## config.mk

```make
export PLATFORM = sky130hd
export DESIGN_NAME = weight_stream_writer
export DESIGN_NICKNAME = d
export VERILOG_FILES = /design/src/rtl/weight_stream_writer.sv
export SDC_FILE = /design/constraint.sdc
export NUM_CORES = 1
export LEC_CHECK = 0
export ABC_AREA = 1
export CAP_MARGIN = 10
export CORE_ASPECT_RATIO = 1.75
export CORE_MARGIN = 5
export CORE_UTILIZATION = 50
export CTS_BUF_LIST = sky130_fd_sc_hd__clkbuf_8
export DETAILED_ROUTE_END_ITERATION = 8
export PLACE_DENSITY = 0.65
export SLEW_MARGIN = 40
export SYNTH_ARGS = -nofsm -noshare
export SYNTH_HDL_FRONTEND = slang
export SYNTH_SLANG_ARGS = --single-unit
export TNS_END_PERCENT = 1
```

## constraint.sdc

```tcl
create_clock -name clk -period 4.9 [get_ports clk]
set_clock_uncertainty 0.15 [all_clocks]
set_input_delay 0.98 -clock clk [delete_from_list [all_inputs] [get_ports clk]]
set_output_delay 0.98 -clock clk [all_outputs]
set_load 0.05 [all_outputs]
```

## src/rtl/weight_stream_writer.sv

```systemverilog
// Buffered weight/line writer: a loader fills a small buffer, then on start the
// contents go out as a valid/ready stream with a last flag and an end-of-file pulse.
module weight_stream_writer #(
  parameter int unsigned DATA_W = 6,
  parameter int unsigned DEPTH  = 16,
  parameter int unsigned ADDR_W = 4
) (
  input  logic              clk,
  input  logic              rst,
  input  logic              wr_en,
  input  logic [DATA_W-1:0] wr_data,
  output logic              wr_full,
  input  logic              start,
  output logic              out_valid,
  output logic [DATA_W-1:0] out_data,
  output logic              out_last,
  input  logic              out_ready,
  output logic              busy,
  output logic              done,
  output logic [ADDR_W:0]   count,
  output logic              overflow
);

  typedef enum logic [1:0] {
    S_IDLE   = 2'd0,
    S_STREAM = 2'd1,
    S_DONE   = 2'd2
  } state_t;

  localparam logic [ADDR_W:0]   FULL_CNT = (ADDR_W+1)'(DEPTH);
  localparam logic [ADDR_W:0]   ONE_CNT  = (ADDR_W+1)'(1);
  localparam logic [ADDR_W:0]   ZERO_CNT = '0;
  localparam logic [ADDR_W-1:0] ONE_PTR  = ADDR_W'(1);

  state_t              state_q, state_d;
  logic [DATA_W-1:0]   mem [DEPTH];
  logic [ADDR_W-1:0]   ptr_q, ptr_d, ptr_inc;
  logic [ADDR_W:0]     count_d, count_eff;
  logic                wr_accept, wr_drop, xfer;
  logic                out_valid_d, out_last_d, busy_d, done_d, overflow_d;
  logic [DATA_W-1:0]   out_data_d;

  assign wr_full   = (count == FULL_CNT);
  assign wr_accept = (state_q == S_IDLE) && wr_en && !wr_full;
  assign wr_drop   = (state_q == S_IDLE) && wr_en && wr_full;
  // A write coinciding with start is folded into the stream length.
  assign count_eff = wr_accept ? count + ONE_CNT : count;
  assign xfer      = out_valid && out_ready;
  assign ptr_inc   = ptr_q + ONE_PTR;

  // Buffer storage; contents need no reset.
  always_ff @(posedge clk) begin
    if (wr_accept) mem[count[ADDR_W-1:0]] <= wr_data;
  end

  // Next-state and registered-output logic.
  always_comb begin
    state_d     = state_q;
    count_d     = count_eff;
    ptr_d       = ptr_q;
    out_valid_d = out_valid;
    out_data_d  = out_data;
    out_last_d  = out_last;
    overflow_d  = overflow | wr_drop;

    unique case (state_q)
      S_IDLE: begin
        if (start) begin
          overflow_d = 1'b0;
          if (count_eff == ZERO_CNT) begin
            state_d = S_DONE;
          end else begin
            state_d     = S_STREAM;
            ptr_d       = '0;
            out_valid_d = 1'b1;
            // Entry 0 may be the word being written this very cycle.
            out_data_d  = (count == ZERO_CNT) ? wr_data : mem[0];
            out_last_d  = (count_eff == ONE_CNT);
          end
        end
      end
      S_STREAM: begin
        if (xfer) begin
          if (out_last) begin
            state_d     = S_DONE;
            count_d     = '0;
            out_valid_d = 1'b0;
            out_last_d  = 1'b0;
            out_data_d  = '0;
          end else begin
            ptr_d      = ptr_inc;
            out_data_d = mem[ptr_inc];
            out_last_d = ({1'b0, ptr_inc} == (count - ONE_CNT));
          end
        end
      end
      S_DONE: begin
        state_d = S_IDLE;
        count_d = '0;
      end
      default: begin
        state_d     = S_IDLE;
        count_d     = '0;
        out_valid_d = 1'b0;
        out_last_d  = 1'b0;
        out_data_d  = '0;
      end
    endcase

    busy_d = (state_d == S_STREAM);
    done_d = (state_d == S_DONE);
  end

  always_ff @(posedge clk or negedge rst) begin
    if (!rst) begin
      state_q   <= S_IDLE;
      count     <= '0;
      ptr_q     <= '0;
      out_valid <= 1'b0;
      out_data  <= '0;
      out_last  <= 1'b0;
      busy      <= 1'b0;
      done      <= 1'b0;
      overflow  <= 1'b0;
    end else begin
      state_q   <= state_d;
      count     <= count_d;
      ptr_q     <= ptr_d;
      out_valid <= out_valid_d;
      out_data  <= out_data_d;
      out_last  <= out_last_d;
      busy      <= busy_d;
      done      <= done_d;
      overflow  <= overflow_d;
    end
  end

endmodule

```

==> results of run 1 <==
-- report_power, final --
group          internal (mW)  leakage [nW]  switching, mW
sequential              1.16          1.14         0.0855
combinational          0.580          1.24           1.34
clock                  0.594         0.234          0.385
total                   2.33          2.61           1.81
-- cells by family (layout without fill, tap and decap cells) --
| logic type | count (synthesis) | count (layout) | synth area share [%] |
|---|---|---|---|
| compound gates | 52 | 52 | 5.04 |
| xor+xnor | 10 | 10 | 1.58 |
| simple gates | 308 | 308 | 24.6 |
| fa+ha+maj | 6 | 6 | 1.36 |
| flops | 118 | 118 | 62.0 |
| buf+inv | 68 | 113 | 5.42 |
-- worst max-delay path, delay by kind of cell (launching register included) --
| family | cells | cell delay (ns) |
|---|---|---|
| fa+ha+maj | 1 | 0.28 |
| buf+inv | 3 | 1.13 |
| flops | 1 | 0.49 |
| simple gates | 1 | 0.15 |
-- metrics by stage --
step	std cells	setup slack, ns	power (mW)	hold slack, ns
floorplan	562	2.14	2.61	0.328
global placement	707	1.73	3.16	0.313
detailed placement	707	1.65	3.17	0.319
CTS	739	1.27	4.15	0.340
global route	739	1.15	4.40	0.357
finish	739	1.28	4.14	0.334
-- cell usage in the layout (no fill, tap or decap), types with 6 or more instances in the layout --
cell type,instances
nand2_1,151
edfxtp_1,96
nor2_1,71
nand3_1,60
inv_1,40
o21ai_0,31
clkdlybuf4s50_1,26
dfrtp_1,22
clkbuf_8,20
a21oi_1,10
nand2_2,7
buf_4,7
ha_1,6
-- sequential cells by signal (all words and copies together) (netlist names) --
name,count
busy,1
count,5
done,1
mem,96
out_data,6
out_last,1
out_valid,1
overflow,1
ptr_q,4
state_q,2
-- metal layers --
metal / part of all wire, % / track usage, % / up-vias / routed length, um
met5: 0 / 0 / - / 0
met4: 4.0 / 9.99 / 0 / 531
met3: 4.7 / 5.69 / 34 / 624
met2: 55 / 38.6 / 133 / 7350
met1: 36 / 23.2 / 1877 / 4840
li1: - / - / 1936 / -
-- worst min-delay path by stage --
stage	from	end	slack [ns]
after floorplan	ptr_q[3]	ptr_q[3]	0.33
after global placement	out_data[4]	out_data[4]	0.31
after detailed placement	out_data[3]	out_data[3]	0.32
after CTS	out_data[3]	out_data[3]	0.34
after global routing	rst	done	0.36
final	out_data[3]	out_data[3]	0.33
-- final cells by class --
cell class                 count  area [um^2]
clock buffer                  20          275
clock inverter                12          171
fill                         956         4600
inverter                      47          176
multi-input combinational    376         1840
sequential                   118         3430
tap                          132          165
timing repair buffer          34          318
-- synth_stat cells (4+ instances only) --
master / number
a21oi_1: 10
buf_2: 9
clkbuf_1: 6
dfrtp_1: 22
edfxtp_1: 96
ha_1: 6
inv_1: 41
inv_2: 5
nand2_1: 151
nand2_2: 7
nand3_1: 60
nor2_1: 71
nor3_1: 6
o211ai_1: 5
o21ai_0: 31
xnor2_1: 4
xor2_1: 6
==> flow_summary.toml, run 1 <==
[status]
outcome = "finished, final reports clean"

[worst_setup_path]
startpoint = "count[0]"
critical_path_arrival_ns = 2.49
end_kind = "output port"
crit_path_top_delay_cell = "clkdlybuf4s50_1"
criticalPathCategory = "reg2out"
setup.worst_path.end = "wr_full"
critPathRequiredTime_ns = 3.77
rrSetupSlack_ns = 1.85
crit_path_max_fanout = 9
worstRegToRegCells = 12
crit_chain = "inv_1 > ha_1 > nand3_4 > inv_1 > clkdlybuf4s50_1"
cp_slowest_stage_delay_ns = 0.80
r2r_end = "out_data[0]"
reg2reg_from = "ptr_q[0]"
cp-start-kind = "register"
crit_top_cell = "inv_1"

[yosys]
syn_inst = 562
yosysTopAreaCell = "edfxtp_1"
synth_area_um2 = 5540
synth_edf_count = 96
synth_top_area_share_pct = 52.0
syn_area_per_cell_um2 = 9.86
synth_warnings = 0
ys_async_sr_fraction_pct = 18.6
netlist_top_cells_area = "edfxtp_1, nand2_1, dfrtp_1"
synth-seq-cells = 118
yosysSeqAreaShare_pct = 62.0
ys_types = 32
synth_flop_cell = "edfxtp_1"
synth_fp_nets = 579

[clock_tree]
clockBufferDepth = 2
numClockSinks = 118
cts.hold.buffers_added = 0
clk_latency_ns = 0.44
numCtsBuffers = 17
cts_tree = "done"
cts.clk_slew.worst_paths_ns = 0.07
postCtsSetupRepairBufs = 0
cts-root-buf = "clkbuf_8"
postCtsResizedCells = 0
htree_levels = 4

[power_and_ir_drop]
power_density_nw_per_um2 = 650
p_leak_nw = 2.61
vdd_drop_max_mv = 0.370

[route]
ant_nets = 0
viasPerCell = 5.39
wl_um = 13300
routedWlPerCell_um = 18.1
remaining_drc_errors = 0
drtIter0Drc = 371
drt_pass1_iterations = 5
num_vias = 3980

[floorplan]
row_count = 51
die_area_um2 = 13400
ios = 28
die_h_um = 149
fp.dieW_um = 89.6
initial_utilization_pct = 50.5
core_um2 = 11000

[global_route]
grt_first_pass_wirelength_um = 21000
antenna_found_initial = 0
track_usage_pct = 21.7
grt_pass1_vias = 4016
grt_overflow_total = 0
grt_max_degree = 58

[sta]
tightest_slew_ns = 0.801
maxSlewViolCount = 0
setup_viol = 0
fmax_mhz = 276
rsz0062_at_grt = "false"
relSlewSlack_pct = 46.5
tns_ns = 0
min_period_ns = 3.62
hold_viol = 0
post-route-period-util_pct = 73.9

[final_layout]
finish.net_count = 611
diodes = 0
final_area_um2 = 6380
drive_above_1_share_pct = 11.4
area_growth_pct = 15.2
postLayoutCoreUtil_pct = 58.1

[place]
io_buffers = 27
gp_congestion = 0.881
place_hpwl_um = 9260
place_area_um2 = 5910

[min_path]
hold_depth = 2
hold_class = "reg2reg"

[flow_run]
drv_cap = 0
Power figures use the tool's default switching activity.
==> run 2: changes to the inputs <==
- clock period: 4.9 -> 3.8 ns (I/O delays scaled with it)
==> run 2 against run 1 <==
  * Clock power rose by 28%
  * Sequential share of layout area fell by 0.16 points
  * Hold slack got worse by 0.19 ns
  * Global-route usage rose by 0.84 points
  * Largest cell class unchanged
  * Count of clock-buffer cells in the layout fell by 1
  * Combinational power rose by 30%
  * Final area rose by 0.29%
  * Via count rose by 2.3%
  * Register-to-register slack got worse by 0.73 ns
  * Die area did not move
  * Sequential power rose by 30%
==> flow_summary.toml, run 2 (same netlist as run 1, synthesis figures left out) <==
[status]
outcome = "finished, final reports clean"

[global_route]
grt_overflow_total = 0
grt_max_degree = 57
grt_pass1_vias = 4110
grt_first_pass_wirelength_um = 22100
track_usage_pct = 22.6
antenna_found_initial = 0

[clock_tree]
numCtsBuffers = 17
cts_tree = "done"
postCtsSetupRepairBufs = 0
cts-root-buf = "clkbuf_8"
clk_latency_ns = 0.43
clockBufferDepth = 2
cts.hold.buffers_added = 0
htree_levels = 4
postCtsResizedCells = 0
numClockSinks = 118
cts.clk_slew.worst_paths_ns = 0.07

[final_layout]
postLayoutCoreUtil_pct = 58.3
final_common_cell = "nand2_1"
drive_above_1_share_pct = 11.4
largest_reg_flops = 96
area_growth_pct = 15.5
final_cell_mix = "nand2_1, edfxtp_1, nor2_1, nand3_1, inv_1"
finalNonFillerCells = 744
finish.net_count = 616
diodes = 0

[worst_setup_path]
startpoint = "count[0]"
setup.worst_path.end = "wr_full"
worstRegToRegCells = 10
cp-start-kind = "register"
crit_path_max_fanout = 9
cp_slowest_stage_delay_ns = 0.80
crit_top_cell = "inv_1"
crit_path_top_delay_cell = "clkdlybuf4s50_1"
criticalPathCategory = "reg2out"
r2r_end = "out_data[1]"
critical_path_arrival_ns = 2.47
critPathRequiredTime_ns = 2.89
reg2reg_from = "ptr_q[0]"
rrSetupSlack_ns = 1.12
end_kind = "output port"
crit_chain = "inv_1 > ha_1 > nand3_4 > inv_1 > clkdlybuf4s50_1"

[floorplan]
core_um2 = 11000
ios = 28
die_h_um = 149
initial_utilization_pct = 50.5
die_area_um2 = 13400
fp.dieW_um = 89.6
row_count = 51

[place]
place_hpwl_um = 9650
dpl.cell_count = 712
io_buffers = 27
gp_congestion = 0.876

[power_and_ir_drop]
seq_power_share_pct = 30.0
clock_power_share_pct = 23.3
power_density_nw_per_um2 = 836
cellInternalPower_mw = 2.99
p_total_mw = 5.35
switching_power_mw = 2.36
vdd_drop_max_mv = 0.652
p_leak_nw = 2.61
comb_power_share_pct = 46.7
swShare_pct = 44.1

[sta]
fmax_mhz = 296
hold-worst-slack_ns = 0.149
post-route-period-util_pct = 89.0
min_period_ns = 3.38
relSlewSlack_pct = 46.0
tns_ns = 0
maxSlewViolCount = 0
tightest_slew_ns = 0.809
rsz0062_at_grt = "false"
setup_viol = 0
hold_viol = 0

[route]
drt_pass1_iterations = 5
ant_nets = 0
viasPerCell = 5.47
routedWlPerCell_um = 18.4
wl_um = 13700
drtIter0Drc = 351
num_vias = 4072
remaining_drc_errors = 0

[min_path]
hold_class = "in2async"

[flow_run]
drv_cap = 0
==> run 2: changes by cell type in the layout (fill, tap and decap cells not counted), sizes merged <==
cell and delta:
buf +5, clkbuf -1, clkinv -4, clkinvlp +5
==> run 2: cell type report <==
class | count | area (um^2)
Clock buffer | 19 | 262
Clock inverter | 13 | 179
Fill cell | 1001 | 4580
Inverter | 47 | 176
Multi-Input combinational cell | 376 | 1830
Sequential cell | 118 | 3430
Tap cell | 132 | 165
Timing Repair Buffer | 39 | 355
==> run 2: worst min-delay path by stage <==
stage           startpoint     endpoint  cells after the start
6_report               rst  out_data[3]                      1
4_1_cts                rst  out_data[2]                      1
2_1_floorplan          rst         busy                      0
3_3_place_gp   out_data[5]  out_data[5]                      2
3_5_place_dp   out_data[4]  out_data[4]                      2
5_1_grt                rst         done                      1
==> run 2: worst max-delay path, delay by kind of cell (launching register included) <==
family | cells | cell delay [ns]
AND/OR/NAND/NOR | 1 | 0.15
flip-flops | 1 | 0.48
buffers and inverters | 3 | 1.13
adder cells (fa/ha/maj) | 1 | 0.28
==> run 2: layer usage <==
metal,vias up,routed length [um],track usage [%]
met1,1949,5050,25.8
met3,39,536,4.09
met2,141,7510,39.4
met5,-,0,0
li1,1943,-,-
met4,0,621,10.8
==> run 2: power groups by stage <==
stage / Sequential [mW] / Combinational, mW / Clock (mW)
2_1_floorplan: 1.83 / 1.54 / 0
3_3_place_gp: 1.63 / 2.44 / 0
3_5_place_dp: 1.63 / 2.47 / 0
4_1_cts: 1.61 / 2.49 / 1.25
5_1_grt: 1.62 / 2.73 / 1.32
6_report: 1.61 / 2.50 / 1.25
==> run 2: per-stage QoR <==
stage | setup slack (ns) | instance area [um^2]
finish | 0.417 | 6400
global placement | 0.890 | 5940
floorplan | 1.21 | 5540
global route | 0.292 | 6400
detailed placement | 0.819 | 5960
CTS | 0.401 | 6400
==> run 3: changes to the inputs <==
- CORE_UTILIZATION: 50 -> 40
- PLACE_DENSITY: 0.65 -> 0.54
- SKIP_CTS_REPAIR_TIMING: unset -> 1
==> run 3 against run 2 <==
  * Critical path depth did not move
  * Sequential share of layout area is 0.094 points lower
  * First-iteration DRC count decreased by 28%
  * Wire length grew 3.4%
  * Register-to-register slack worse by 0.03 ns
  * Combinational power is essentially flat
  * Die area up 23%
  * Critical endpoint unchanged
  * Largest cell class unchanged
  * Highest routed layer unchanged
==> flow_summary.toml, run 3 (same netlist as run 1, synthesis figures left out) <==
[worst_setup_path]
cp_slowest_stage_delay_ns = 0.81
worst-path-buf-inv = 3
crit_path_max_fanout = 9
crit_top_cell = "inv_1"
crit_chain = "inv_1 > ha_1 > nand3_4 > inv_1 > clkdlybuf4s50_1"
cp-start-kind = "register"
criticalPathCategory = "reg2out"
crit_path_top_delay_cell = "clkdlybuf4s50_1"
critPathRequiredTime_ns = 2.89
critical-path-top-delay-family = "buffers and inverters"
end_kind = "output port"
critical_path_arrival_ns = 2.46

[clock_tree]
numClockSinks = 118
clockBufferDepth = 2
cts.clk_slew.worst_paths_ns = 0.07
cts_tree = "done"
clk_latency_ns = 0.43
numCtsBuffers = 17
cts-root-buf = "clkbuf_8"
htree_levels = 4

[sta]
rsz0062_at_grt = "false"
setup_viol = 0
tns_ns = 0
tightest_slew_ns = 0.767
hold_viol = 0
maxSlewViolCount = 0
fmax_mhz = 297
post-route-period-util_pct = 88.6
min_period_ns = 3.37
setup_slack_ns = 0.432
relSlewSlack_pct = 48.5

[route]
routedWlPerCell_um = 18.0
remaining_drc_errors = 0
drtIter0Drc = 251
num_vias = 3962
wl_um = 14200
drt_pass1_iterations = 5
viasPerCell = 5.03
ant_nets = 0

[floorplan]
fp.dieW_um = 99.0
die_h_um = 166
initial_utilization_pct = 40.2
core_um2 = 13800
ios = 28
die_area_um2 = 16400
row_count = 57

[power_and_ir_drop]
p_leak_nw = 2.60
seq_power_share_pct = 30.6
comb_power_share_pct = 47.6
switching_power_mw = 2.36
clock_power_share_pct = 21.8
p_total_mw = 5.25
cellInternalPower_mw = 2.89
vdd_drop_max_mv = 0.589
power_density_nw_per_um2 = 818
swShare_pct = 44.9

[final_layout]
final_cell_mix = "nand2_1, edfxtp_1, nor2_1, nand3_1, inv_1"
regArea_um2 = 3430
largest_reg_flops = 96
final_common_cell = "nand2_1"
area_growth_pct = 15.7
drive_above_1_share_pct = 11.3
multi_input_area_um2 = 1830
diodes = 0
finish.net_count = 615
final_area_um2 = 6410
fillers = 1304

[place]
place_hpwl_um = 10100
gp_congestion = 0.847
place_area_um2 = 6010
pre_cts_slack_ns = 0.826
io_buffers = 27

[flow_run]
drv_cap = 0

[global_route]
grt_overflow_total = 0
grt_first_pass_wirelength_um = 22500
antenna_found_initial = 0
grt_pass1_vias = 4139
grt_max_degree = 56
track_usage_pct = 18.3

[status]
outcome = "finished, final reports clean"

[min_path]
hold_class = "in2async"
run 3: cell types whose count changed in the layout (fill, tap and decap cells not counted), sizes merged:
cell / before / now
clkinvlp: 5 / 1
buf: 13 / 12
inv: 48 / 46
clkinv: 3 / 12
bufinv: 4 / 3
clkbuf: 19 / 17
run 3: final cells by class:
| type | count | share of cell area (%) |
|---|---|---|
| Sequential cell | 118 | 53.6 |
| Multi-Input combinational cell | 376 | 28.6 |
| Clock buffer | 17 | 3.65 |
| Tap cell | 177 | 3.45 |
| Inverter | 47 | 2.75 |
| Clock inverter | 15 | 2.56 |
| Timing Repair Buffer | 38 | 5.43 |
run 3: power groups by stage:
| stage | Clock [mW] | Sequential, mW | Combinational, mW |
|---|---|---|---|
| after floorplan | 0 | 1.83 | 1.54 |
| after global placement | 0 | 1.63 | 2.50 |
| after detailed placement | 0 | 1.63 | 2.50 |
| after CTS | 1.16 | 1.60 | 2.51 |
| after global routing | 1.23 | 1.62 | 2.75 |
| final | 1.14 | 1.60 | 2.50 |
run 3: layer usage:
metal  routed length (um)  part of all wire (%)  GRT usage [%]
met5                    0                     0              0
met4                  494                   3.5           8.20
met3                  499                   3.5           4.38
met2                 8050                    57           34.5
met1                 5130                    36           18.5
run 3: path summary, 6_finish.rpt:
path                        startpoint     endpoint  slack [ns]  depth (start not counted)
max in group asynchronous          rst     overflow        2.99                          1
max                           count[0]      wr_full        0.43                          5
min reg2reg                out_data[4]  out_data[4]        0.33                          2
min                                rst  out_data[4]        0.15                          1
min in group clk           out_data[4]  out_data[4]        0.33                          2
max reg2reg                   ptr_q[1]  out_data[1]        1.09                         11
run 3: stage by stage:
stage	instances	util, %	hold WS (ns)
2_1_floorplan	562	-	0.314
3_3_place_gp	756	43.5	0.310
3_5_place_dp	756	43.6	0.313
4_1_cts	788	46.5	0.139
5_1_grt	788	46.6	0.140
6_report	788	46.6	0.148
run 3: worst reg2reg max path, delay by kind of cell, from the launching register on:
kind	cells	cell delay [ns]
AO/OA/AOI/OAI	1	0.11
adder cells (fa/ha/maj)	1	0.32
buffers and inverters	1	0.61
flip-flops	1	0.40
AND/OR/NAND/NOR	8	1.08
